## config.mk

```make
export PLATFORM = sky130hd
export DESIGN_NAME = mult_pipe
export DESIGN_NICKNAME = d
export VERILOG_FILES = /design/src/rtl/mult_pkg.sv /design/src/rtl/mult_pipe_fifo.sv /design/src/rtl/mult_pipe.sv
export SDC_FILE = /design/constraint.sdc
export NUM_CORES = 1
export LEC_CHECK = 0
export ABC_AREA = 1
export BUFFER_PORTS_ARGS = -buffer_cell sky130_fd_sc_hd__buf_4
export CORE_ASPECT_RATIO = 1.1
export CORE_MARGIN = 2
export CORE_UTILIZATION = 64
export CTS_CLUSTER_DIAMETER = 150
export CTS_CLUSTER_SIZE = 24
export DETAILED_ROUTE_END_ITERATION = 6
export PLACE_DENSITY = 0.82
export SYNTH_ARGS = -nofsm -noshare
export SYNTH_HDL_FRONTEND = slang
export SYNTH_SLANG_ARGS = --single-unit
```

## constraint.sdc

```tcl
create_clock -name clk -period 7.9 [get_ports clk]
set_input_delay 2.37 -clock clk [delete_from_list [all_inputs] [get_ports clk]]
set_output_delay 2.37 -clock clk [all_outputs]
set_load 0.02 [all_outputs]
```

## src/rtl/mult_pkg.sv

```systemverilog
// mult_pkg: shared definitions for the pipelined parity-checked multiplier.
//   DEF_WIDTH / DEF_STAGES / DEF_FIFO_DEPTH : default parameter values
//   PAR_W   : width of the parity helper argument (operands are zero-extended)
//   state_t : argument handshake FSM states
//   parity(): even-parity bit of a zero-extended vector
package mult_pkg;

  localparam int DEF_WIDTH      = 16;
  localparam int DEF_STAGES     = 3;
  localparam int DEF_FIFO_DEPTH = 4;

  // Large enough for a 2*WIDTH result with WIDTH up to 127.
  localparam int PAR_W = 256;

  typedef enum logic {
    IDLE,
    ACK
  } state_t;

  // Zero padding does not change the XOR reduction, so callers widen
  // their value with zeros (never sign-extend) before calling.
  function automatic logic parity(input logic [PAR_W-1:0] d);
    return ^d;
  endfunction

endpackage

```

## src/rtl/mult_pipe_fifo.sv

```systemverilog
// mult_pipe_fifo: synchronous first-word-fall-through FIFO.
//   clk, rst_n : clock and asynchronous active-low reset (pointers only)
//   push, din  : write request and data
//   pop        : read request; advances the head when non-empty
//   dout       : current head entry (valid while empty=0)
//   empty/full : occupancy flags
module mult_pipe_fifo #(
  parameter int DW    = 34,
  parameter int DEPTH = 4
) (
  input  logic          clk,
  input  logic          rst_n,
  input  logic          push,
  input  logic [DW-1:0] din,
  input  logic          pop,
  output logic [DW-1:0] dout,
  output logic          empty,
  output logic          full
);

  localparam int AW = $clog2(DEPTH);

  logic [DW-1:0] mem [DEPTH];
  logic [AW:0]   wr_ptr;
  logic [AW:0]   rd_ptr;
  logic          do_push;
  logic          do_pop;

  // A simultaneous pop frees the slot being written, so push is allowed
  // when full only if the head leaves on the same edge.
  assign do_push = push && (!full || pop);
  assign do_pop  = pop && !empty;

  assign empty = (wr_ptr == rd_ptr);
  assign full  = (wr_ptr[AW] != rd_ptr[AW]) &&
                 (wr_ptr[AW-1:0] == rd_ptr[AW-1:0]);
  assign dout  = mem[rd_ptr[AW-1:0]];

  always_ff @(posedge clk) begin
    if (do_push) begin
      mem[wr_ptr[AW-1:0]] <= din;
    end
  end

  always_ff @(posedge clk or negedge rst_n) begin
    if (!rst_n) begin
      wr_ptr <= '0;
      rd_ptr <= '0;
    end else begin
      if (do_push) wr_ptr <= wr_ptr + (AW+1)'(1);
      if (do_pop)  rd_ptr <= rd_ptr + (AW+1)'(1);
    end
  end

endmodule

```

## src/rtl/mult_pipe.sv

```systemverilog
// mult_pipe: pipelined signed WIDTH x WIDTH multiplier with operand parity
// checking, req/ack argument handshake and a credit-protected result queue.
//   clk, rst_n        : clock, asynchronous active-low reset
//   arg_a/arg_b       : signed operands, each with an even-parity bit
//   req / ack         : request held until the one-cycle ack pulse
//   result            : signed 2*WIDTH product at the queue head (0 if empty)
//   result_parity     : parity of result
//   result_rdy        : queue non-empty
//   arg_parity_error  : head entry came from a request with bad parity
//   result_ack        : consumer pops the head when result_rdy=1
module mult_pipe
  import mult_pkg::*;
#(
  parameter int WIDTH      = DEF_WIDTH,
  parameter int STAGES     = DEF_STAGES,
  parameter int FIFO_DEPTH = DEF_FIFO_DEPTH
) (
  input  logic                      clk,
  input  logic                      rst_n,
  input  logic signed [WIDTH-1:0]   arg_a,
  input  logic                      arg_a_parity,
  input  logic signed [WIDTH-1:0]   arg_b,
  input  logic                      arg_b_parity,
  input  logic                      req,
  output logic                      ack,
  output logic signed [2*WIDTH-1:0] result,
  output logic                      result_parity,
  output logic                      result_rdy,
  output logic                      arg_parity_error,
  input  logic                      result_ack
);

  localparam int RW = 2 * WIDTH;
  localparam int EW = RW + 2;
  localparam int CW = $clog2(FIFO_DEPTH + 1);

  // Queue entry layout: {arg_parity_error, result_parity, result}.

  function automatic logic [PAR_W-1:0] widen_arg(input logic [WIDTH-1:0] d);
    return {{(PAR_W-WIDTH){1'b0}}, d};
  endfunction

  function automatic logic [PAR_W-1:0] widen_res(input logic [RW-1:0] d);
    return {{(PAR_W-RW){1'b0}}, d};
  endfunction

  function automatic logic [EW-1:0] make_entry(input logic signed [WIDTH-1:0] a,
                                               input logic signed [WIDTH-1:0] b,
                                               input logic                    err);
    logic signed [RW-1:0] p;
    p = $signed({{WIDTH{a[WIDTH-1]}}, a}) * $signed({{WIDTH{b[WIDTH-1]}}, b});
    if (err) begin
      return {1'b1, 1'b0, {RW{1'b0}}};
    end
    return {1'b0, parity(widen_res(p)), p};
  endfunction

  state_t               state;
  state_t               state_nxt;
  logic                 accept;
  logic                 pop;
  logic                 credit;
  logic [CW-1:0]        used;

  logic signed [WIDTH-1:0] a_p0;
  logic signed [WIDTH-1:0] b_p0;
  logic                    err_p0;
  logic                    vld_p0;
  logic [EW-1:0]           ent_p0;

  logic                 push;
  logic [EW-1:0]        push_ent;
  logic [EW-1:0]        fifo_head;
  logic                 fifo_empty;
  logic                 fifo_full_unused;

  // Every accepted op owns a queue slot from acceptance until it is popped,
  // so the pipeline can never deliver into a full queue.
  assign credit = (used < CW'(FIFO_DEPTH));
  assign pop    = result_ack && !fifo_empty;
  assign ack    = (state == ACK);

  always_ff @(posedge clk or negedge rst_n) begin
    if (!rst_n) begin
      state <= IDLE;
    end else begin
      state <= state_nxt;
    end
  end

  always_comb begin
    state_nxt = state;
    accept    = 1'b0;
    case (state)
      IDLE: begin
        if (req && credit) begin
          accept    = 1'b1;
          state_nxt = ACK;
        end
      end
      ACK:     state_nxt = IDLE;
      default: state_nxt = IDLE;
    endcase
  end

  always_ff @(posedge clk or negedge rst_n) begin
    if (!rst_n) begin
      used <= '0;
    end else begin
      case ({accept, pop})
        2'b10:   used <= used + CW'(1);
        2'b01:   used <= used - CW'(1);
        default: used <= used;
      endcase
    end
  end

  // ---- stage p0: operand capture on acceptance ----
  always_ff @(posedge clk) begin
    if (accept) begin
      a_p0   <= arg_a;
      b_p0   <= arg_b;
      err_p0 <= (arg_a_parity != parity(widen_arg(arg_a))) ||
                (arg_b_parity != parity(widen_arg(arg_b)));
    end
  end

  always_ff @(posedge clk or negedge rst_n) begin
    if (!rst_n) begin
      vld_p0 <= 1'b0;
    end else begin
      vld_p0 <= accept;
    end
  end

  assign ent_p0 = make_entry(a_p0, b_p0, err_p0);

  // ---- stages p1..p(STAGES-1): product/flag shift; the last feeds the queue ----
  if (STAGES == 1) begin : g_direct
    assign push     = vld_p0;
    assign push_ent = ent_p0;
  end else begin : g_pipe
    logic [STAGES-1:1][EW-1:0] ent_p;
    logic [STAGES-1:1]         vld_p;

    always_ff @(posedge clk) begin
      ent_p[1] <= ent_p0;
      for (int s = 2; s < STAGES; s++) begin
        ent_p[s] <= ent_p[s-1];
      end
    end

    always_ff @(posedge clk or negedge rst_n) begin
      if (!rst_n) begin
        vld_p <= '0;
      end else begin
        vld_p[1] <= vld_p0;
        for (int s = 2; s < STAGES; s++) begin
          vld_p[s] <= vld_p[s-1];
        end
      end
    end

    assign push     = vld_p[STAGES-1];
    assign push_ent = ent_p[STAGES-1];
  end

  // ---- result queue ----
  mult_pipe_fifo #(
    .DW    (EW),
    .DEPTH (FIFO_DEPTH)
  ) u_fifo (
    .clk   (clk),
    .rst_n (rst_n),
    .push  (push),
    .din   (push_ent),
    .pop   (pop),
    .dout  (fifo_head),
    .empty (fifo_empty),
    .full  (fifo_full_unused)
  );

  assign result_rdy       = !fifo_empty;
  assign result           = fifo_empty ? '0 : $signed(fifo_head[RW-1:0]);
  assign result_parity    = fifo_empty ? 1'b0 : fifo_head[RW];
  assign arg_parity_error = fifo_empty ? 1'b0 : fifo_head[RW+1];

endmodule

```

# Yosys cells after proc, flatten, opt, wreduce, memory -nomap -nowiden
# Memories as Yosys holds them, arrays and structs flattened.
# Index checks and enable logic that the tools add are counted.
# totals
word_cells,52
memories,1
regBits,114
inputBits,38
output_inout_bits,36
latchBits,0
mem_bits_ro,0
mem_bits_rw,136
# memory_table
memory,depth,width,rd,rd_clocked_by_memory_dff,write_ports,line,source
u_fifo.mem,4,34,1,0,1,mult_pipe_fifo.sv:23,logic [DW-1:0] mem [DEPTH];
# op_classes
order_cmp,1
shift,0
reduce_logical,13
n_bitwise,1
mul,1
addsub,4
n_eq_ne,7
div_mod_pow,0
n_mux,12
# ops
cell,count
parity 256 bit,3
2-to-1 mux 34 bit,1
2-to-1 mux 33 bit,1
multiplier 16 x 16 -> 32 bit,1
2-to-1 mux 32 bit,1
"adder 3 x 1 -> 3 bit, second input constant",3
2-to-1 mux 1 bit,7
one-hot mux 3 bit (2 select lines),1
logical AND 1 bit,5
== test 3 bit,1
"< comparator 3 bit, second input constant",1
!= test 1 bit,3
"subtractor 3 x 1 -> 3 bit, second input constant",1
"== test 2 x 1 -> 1 bit, second input constant",1
== test 2 bit,1
"== test 2 bit, second input constant",1
logical NOT 1 bit,2
logical OR 1 bit,2
one-hot mux 1 bit (2 select lines),1
nonzero test 2 bit,1
inverter 1 bit,1

# Logic depth before layout (Yosys ltp)
# depth
word_depth,7
depth_mapped,39
depth_no_buf,37

# Cells and area by module
# A second synthesis with hierarchy kept.
# hier_totals
cells_unflattened,2382
hier_area_um2,20622.3
# modules_own_cells
module,instances,area_per_inst_um2,cells_each
mult_pipe,1,15137.0,1993
mult_pipe_fifo,1,5485.3,389

# Worst setup path after synthesis
# OpenSTA, ideal clock, no wires.
# synth_timing
path_type,reg2reg
start,register a_p0[15]
end,register g_pipe.ent_p[32] (netlist name)
setup_time_ns,0.122
arrival_time_ns,5.991
path_stages_with_launch,32
slack_ns,1.786
required_time_ns,7.778
synth_period_minus_slack_ns,6.114
cell_sequence,edfxtp_1 > clkbuf_1 > nand2_1 > inv_1 > fa_1 > fa_1 > inv_1 > fa_1 > fa_1 > fa_1 > fa_1 > inv_1 > ha_1 > nand2_1 > nor2_1 > and2_1 > and2_0 > nand2_1 > inv_1 > nor2_1 > nand2_1 > nand2_1 > nand2_1 > nand2_1 > nand2_1 > nand2_1 > nand2_1 > nand2_1 > nand2_1 > nand2_1 > nand2_1 > a21oi_2
# synth_via
elab_chain_cells,3
# synth_lines
item,line,source
"start, declared",mult_pipe.sv:65,logic signed [WIDTH-1:0] a_p0;
"start signal, assigned",mult_pipe.sv:121,a_p0 <= arg_a;
multiplier 16 x 16 -> 32 bit,mult_pipe.sv:51,"p = $signed({{WIDTH{a[WIDTH-1]}}, a}) * $signed({{WIDTH{b[WIDTH-1]}}, b});"
parity 256 bit,mult_pkg.sv:23,return ^d;
2-to-1 mux 33 bit,mult_pipe.sv:55,"return {1'b0, parity(widen_res(p)), p};"
"end signal, assigned by index",mult_pipe.sv:149,ent_p[s] <= ent_p[s-1];
"end, declared",mult_pipe.sv:143,logic [STAGES-1:1][EW-1:0] ent_p;
# Every way passes these cells.
# A chain may end at the register's enable or synchronous reset.

# Final worst setup path
# layout_timing
start,register b_p0[2]
end,register g_pipe.ent_p[32] (netlist name)
# layout_via
elab_chain_cells,3
# layout_lines
item,line,source
"start, declared",mult_pipe.sv:66,logic signed [WIDTH-1:0] b_p0;
"start signal, assigned",mult_pipe.sv:122,b_p0 <= arg_b;
multiplier 16 x 16 -> 32 bit,mult_pipe.sv:51,
parity 256 bit,mult_pkg.sv:23,
2-to-1 mux 33 bit,mult_pipe.sv:55,
# Every way passes these cells.

==> qor.txt <==
Post-route cell area = 21800 µm²
Total CTS buffers = 14
Worst-path clk slew = 0.11 ns
Most frequent cells in the layout = nand2_1, inv_1, fa_1
Commonest non-fill, non-tap cell in the layout = nand2_1
Residual DRC count = 0
FFs w/ async S/R, synth = 0.0482
Largest family of logic cells by synthesized area = adder cells
Synth-to-Final Area Change = 6.32%
Starting Density = 0.650
CP Capture Type = flop
Maxcap violations = 0
Die Ht = 192 µm
Diode count = 0
RSZ-0062 raised after global routing = no
Yosys reg bits = 249
# nets final = 2752
Gate Count Post-Synth = 2346
GRT overflow = 0
Via density = 5.18
Area share of and/or/nand/nor cells after synthesis = 0.172
Via Count = 14456
Status = completed
Area share of fa/ha/maj cells after synthesis = 0.311
Fmax = 0.142 GHz
Final hold viol count = 0
Critical path's slowest cell = fa_1
Die width = 175 µm
Share of cells above drive strength 1 = 0.0620
Clk root buf = clkbuf_16
Post-CTS Resized = 0
CP dominant cell by count = nand2_1
HP Class = flop to flop
Clk buf depth = 3
Post-Syn Area = 20500 µm²
Avg Inst Size Synth = 8.73 µm²
Initial drt markers = 981
CP max FO = 16
Critical Path Max Stage Delay = 0.89 ns
Startpoint types = flop
Num ports = 74
# clock sinks = 249
Largest net degree at the start of global routing = 72
Initial antenna violation count = 0
Worst-skew pair later-pin latency = 0.52 ns
Yosys warnings = 0
Dpl cell area = 21300 µm²
Xor and xnor area share after synthesis = 0.0295
Register area share after synthesis = 0.329
WP data required = 8.22 ns
Total negative slack = 0 ns
Relative slew slack = 0.190
Max Clock Skew = 0.0512 ns
Vias in the first global route = 15316
Detail Route Antenna Nets = 0
CTS tree = yes
Main flop type after synthesis = edfxtp_1
Global-route wire length before repair = 71800 µm
Compound-gate portion of the synthesized area = 0.0340
Core area = 31500 µm²
Setup bufs post-CTS = 0
DR WL/cell = 15.3 µm
Number of port buffers = 73
Drt pass-1 iters = 5
Die area = 33400 µm²
Endpoint arrival time on the critical path = 7.35 ns
Number of synthesized flops with an enable pin = 169
Row Count = 68
Worst slew pin tran = 1.21 ns
Final WL = 42800 µm
Total nets after synthesis = 2735
Post-synth cell types = 30
Hold-fix buffers, CTS = 0
Final Cycle Share = 0.890
Htree depth = 1
Kind of critical path = flop to flop
Post-layout minimum cycle time = 7.03 ns
GRT Resource Usage Total = 0.268
Max-slew violation count = 0
Final Wtd Congestion = 0.923
Post-DP HPWL = 33300 µm
Post-synthesis mux area share = 0
Final setup viols = 0
==> final timing paths <==
kind	to	start	slack, ns	cells after the start
setup / recovery	g_pipe.ent_p[32]$_SDFF_PP0_	b_p0[2]$_DFFE_PP_	0.87	29
hold / removal	push_ent[7]$_DFF_P_	g_pipe.ent_p[7]$_SDFF_PP0_	0.32	0
setup reg to reg	g_pipe.ent_p[32]$_SDFF_PP0_	b_p0[2]$_DFFE_PP_	0.87	29
hold reg to reg	push_ent[7]$_DFF_P_	g_pipe.ent_p[7]$_SDFF_PP0_	0.32	0
max in group asynchronous	u_fifo.rd_ptr[0]$_DFFE_PN0P_	rst_n	6.05	1
min in group asynchronous	u_fifo.rd_ptr[2]$_DFFE_PN0P_	rst_n	1.69	1
==> layer usage <==
metal	up-vias	routed length, µm	global-route usage
met5	-	0	0
met4	0	1400	0.0952
met3	91	2080	0.0279
met2	465	22300	0.508
met1	6965	17000	0.317
li1	6935	-	-
==> Yosys cell counts (all sizes together) (34+ instances only) <==
cell	count	share of area
o21ai	72	0.018
edfxtp	169	0.25
nand2	632	0.12
ha	88	0.054
clkbuf	84	0.015
nor2	155	0.030
dfxtp	68	0.066
nand3	48	0.014
xnor2	39	0.017
fa	263	0.26
o22ai	34	0.010
inv	591	0.11
==> critical path, delay by kind of cell, from the launching register on <==
kind | cells | cell delay [ns]
fa+ha+maj | 7 | 3.74
flops | 1 | 0.79
simple gates | 15 | 1.27
buf+inv | 4 | 0.37
compound gates | 3 | 0.66
==> metrics by stage <==
step | instances | hold slack, ns | worst slack (ns) | utilization
6_report | 2791 | 0.322 | 0.869 | 0.691
2_1_floorplan | 2346 | 0.310 | 1.79 | -
4_1_cts | 2791 | 0.329 | 0.926 | 0.691
5_1_grt | 2791 | 0.330 | 0.382 | 0.691
3_3_place_gp | 2767 | 0.310 | 1.17 | 0.678
3_5_place_dp | 2767 | 0.312 | 1.00 | 0.678
==> final cells by class <==
type | count | area, µm²
clock buffers | 23 | 405
clock inverters | 1 | 16.3
fillers | 2419 | 9720
inverters | 591 | 2220
multi-input cells | 1420 | 11200
flip-flops and latches | 249 | 6740
well taps | 420 | 526
repair buffers | 87 | 653
==> sequential cells by signal, indices dropped and copies added (netlist names) <==
| signal | cells |
|---|---|
| u_fifo.mem | 136 |
| ack | 1 |
| err_p0 | 1 |
| b_p0 | 16 |
| push_ent | 34 |
| a_p0 | 16 |
| g_pipe.vld_p | 2 |
| u_fifo.rd_ptr | 3 |
| u_fifo.wr_ptr | 3 |
| used | 3 |
| g_pipe.ent_p | 34 |
==> kinds of logic after synthesis <==
kind of cell               Yosys count
AOI/OAI and AO/OA                  129
DFF                                249
and+or+nand+nor                    871
buffers and inverters              677
xor gates and xnor gates            69
adders and majority gates          351
Power is not shown: default switching activity piles up to over one toggle a cycle in this logic, so the estimate is an artifact.
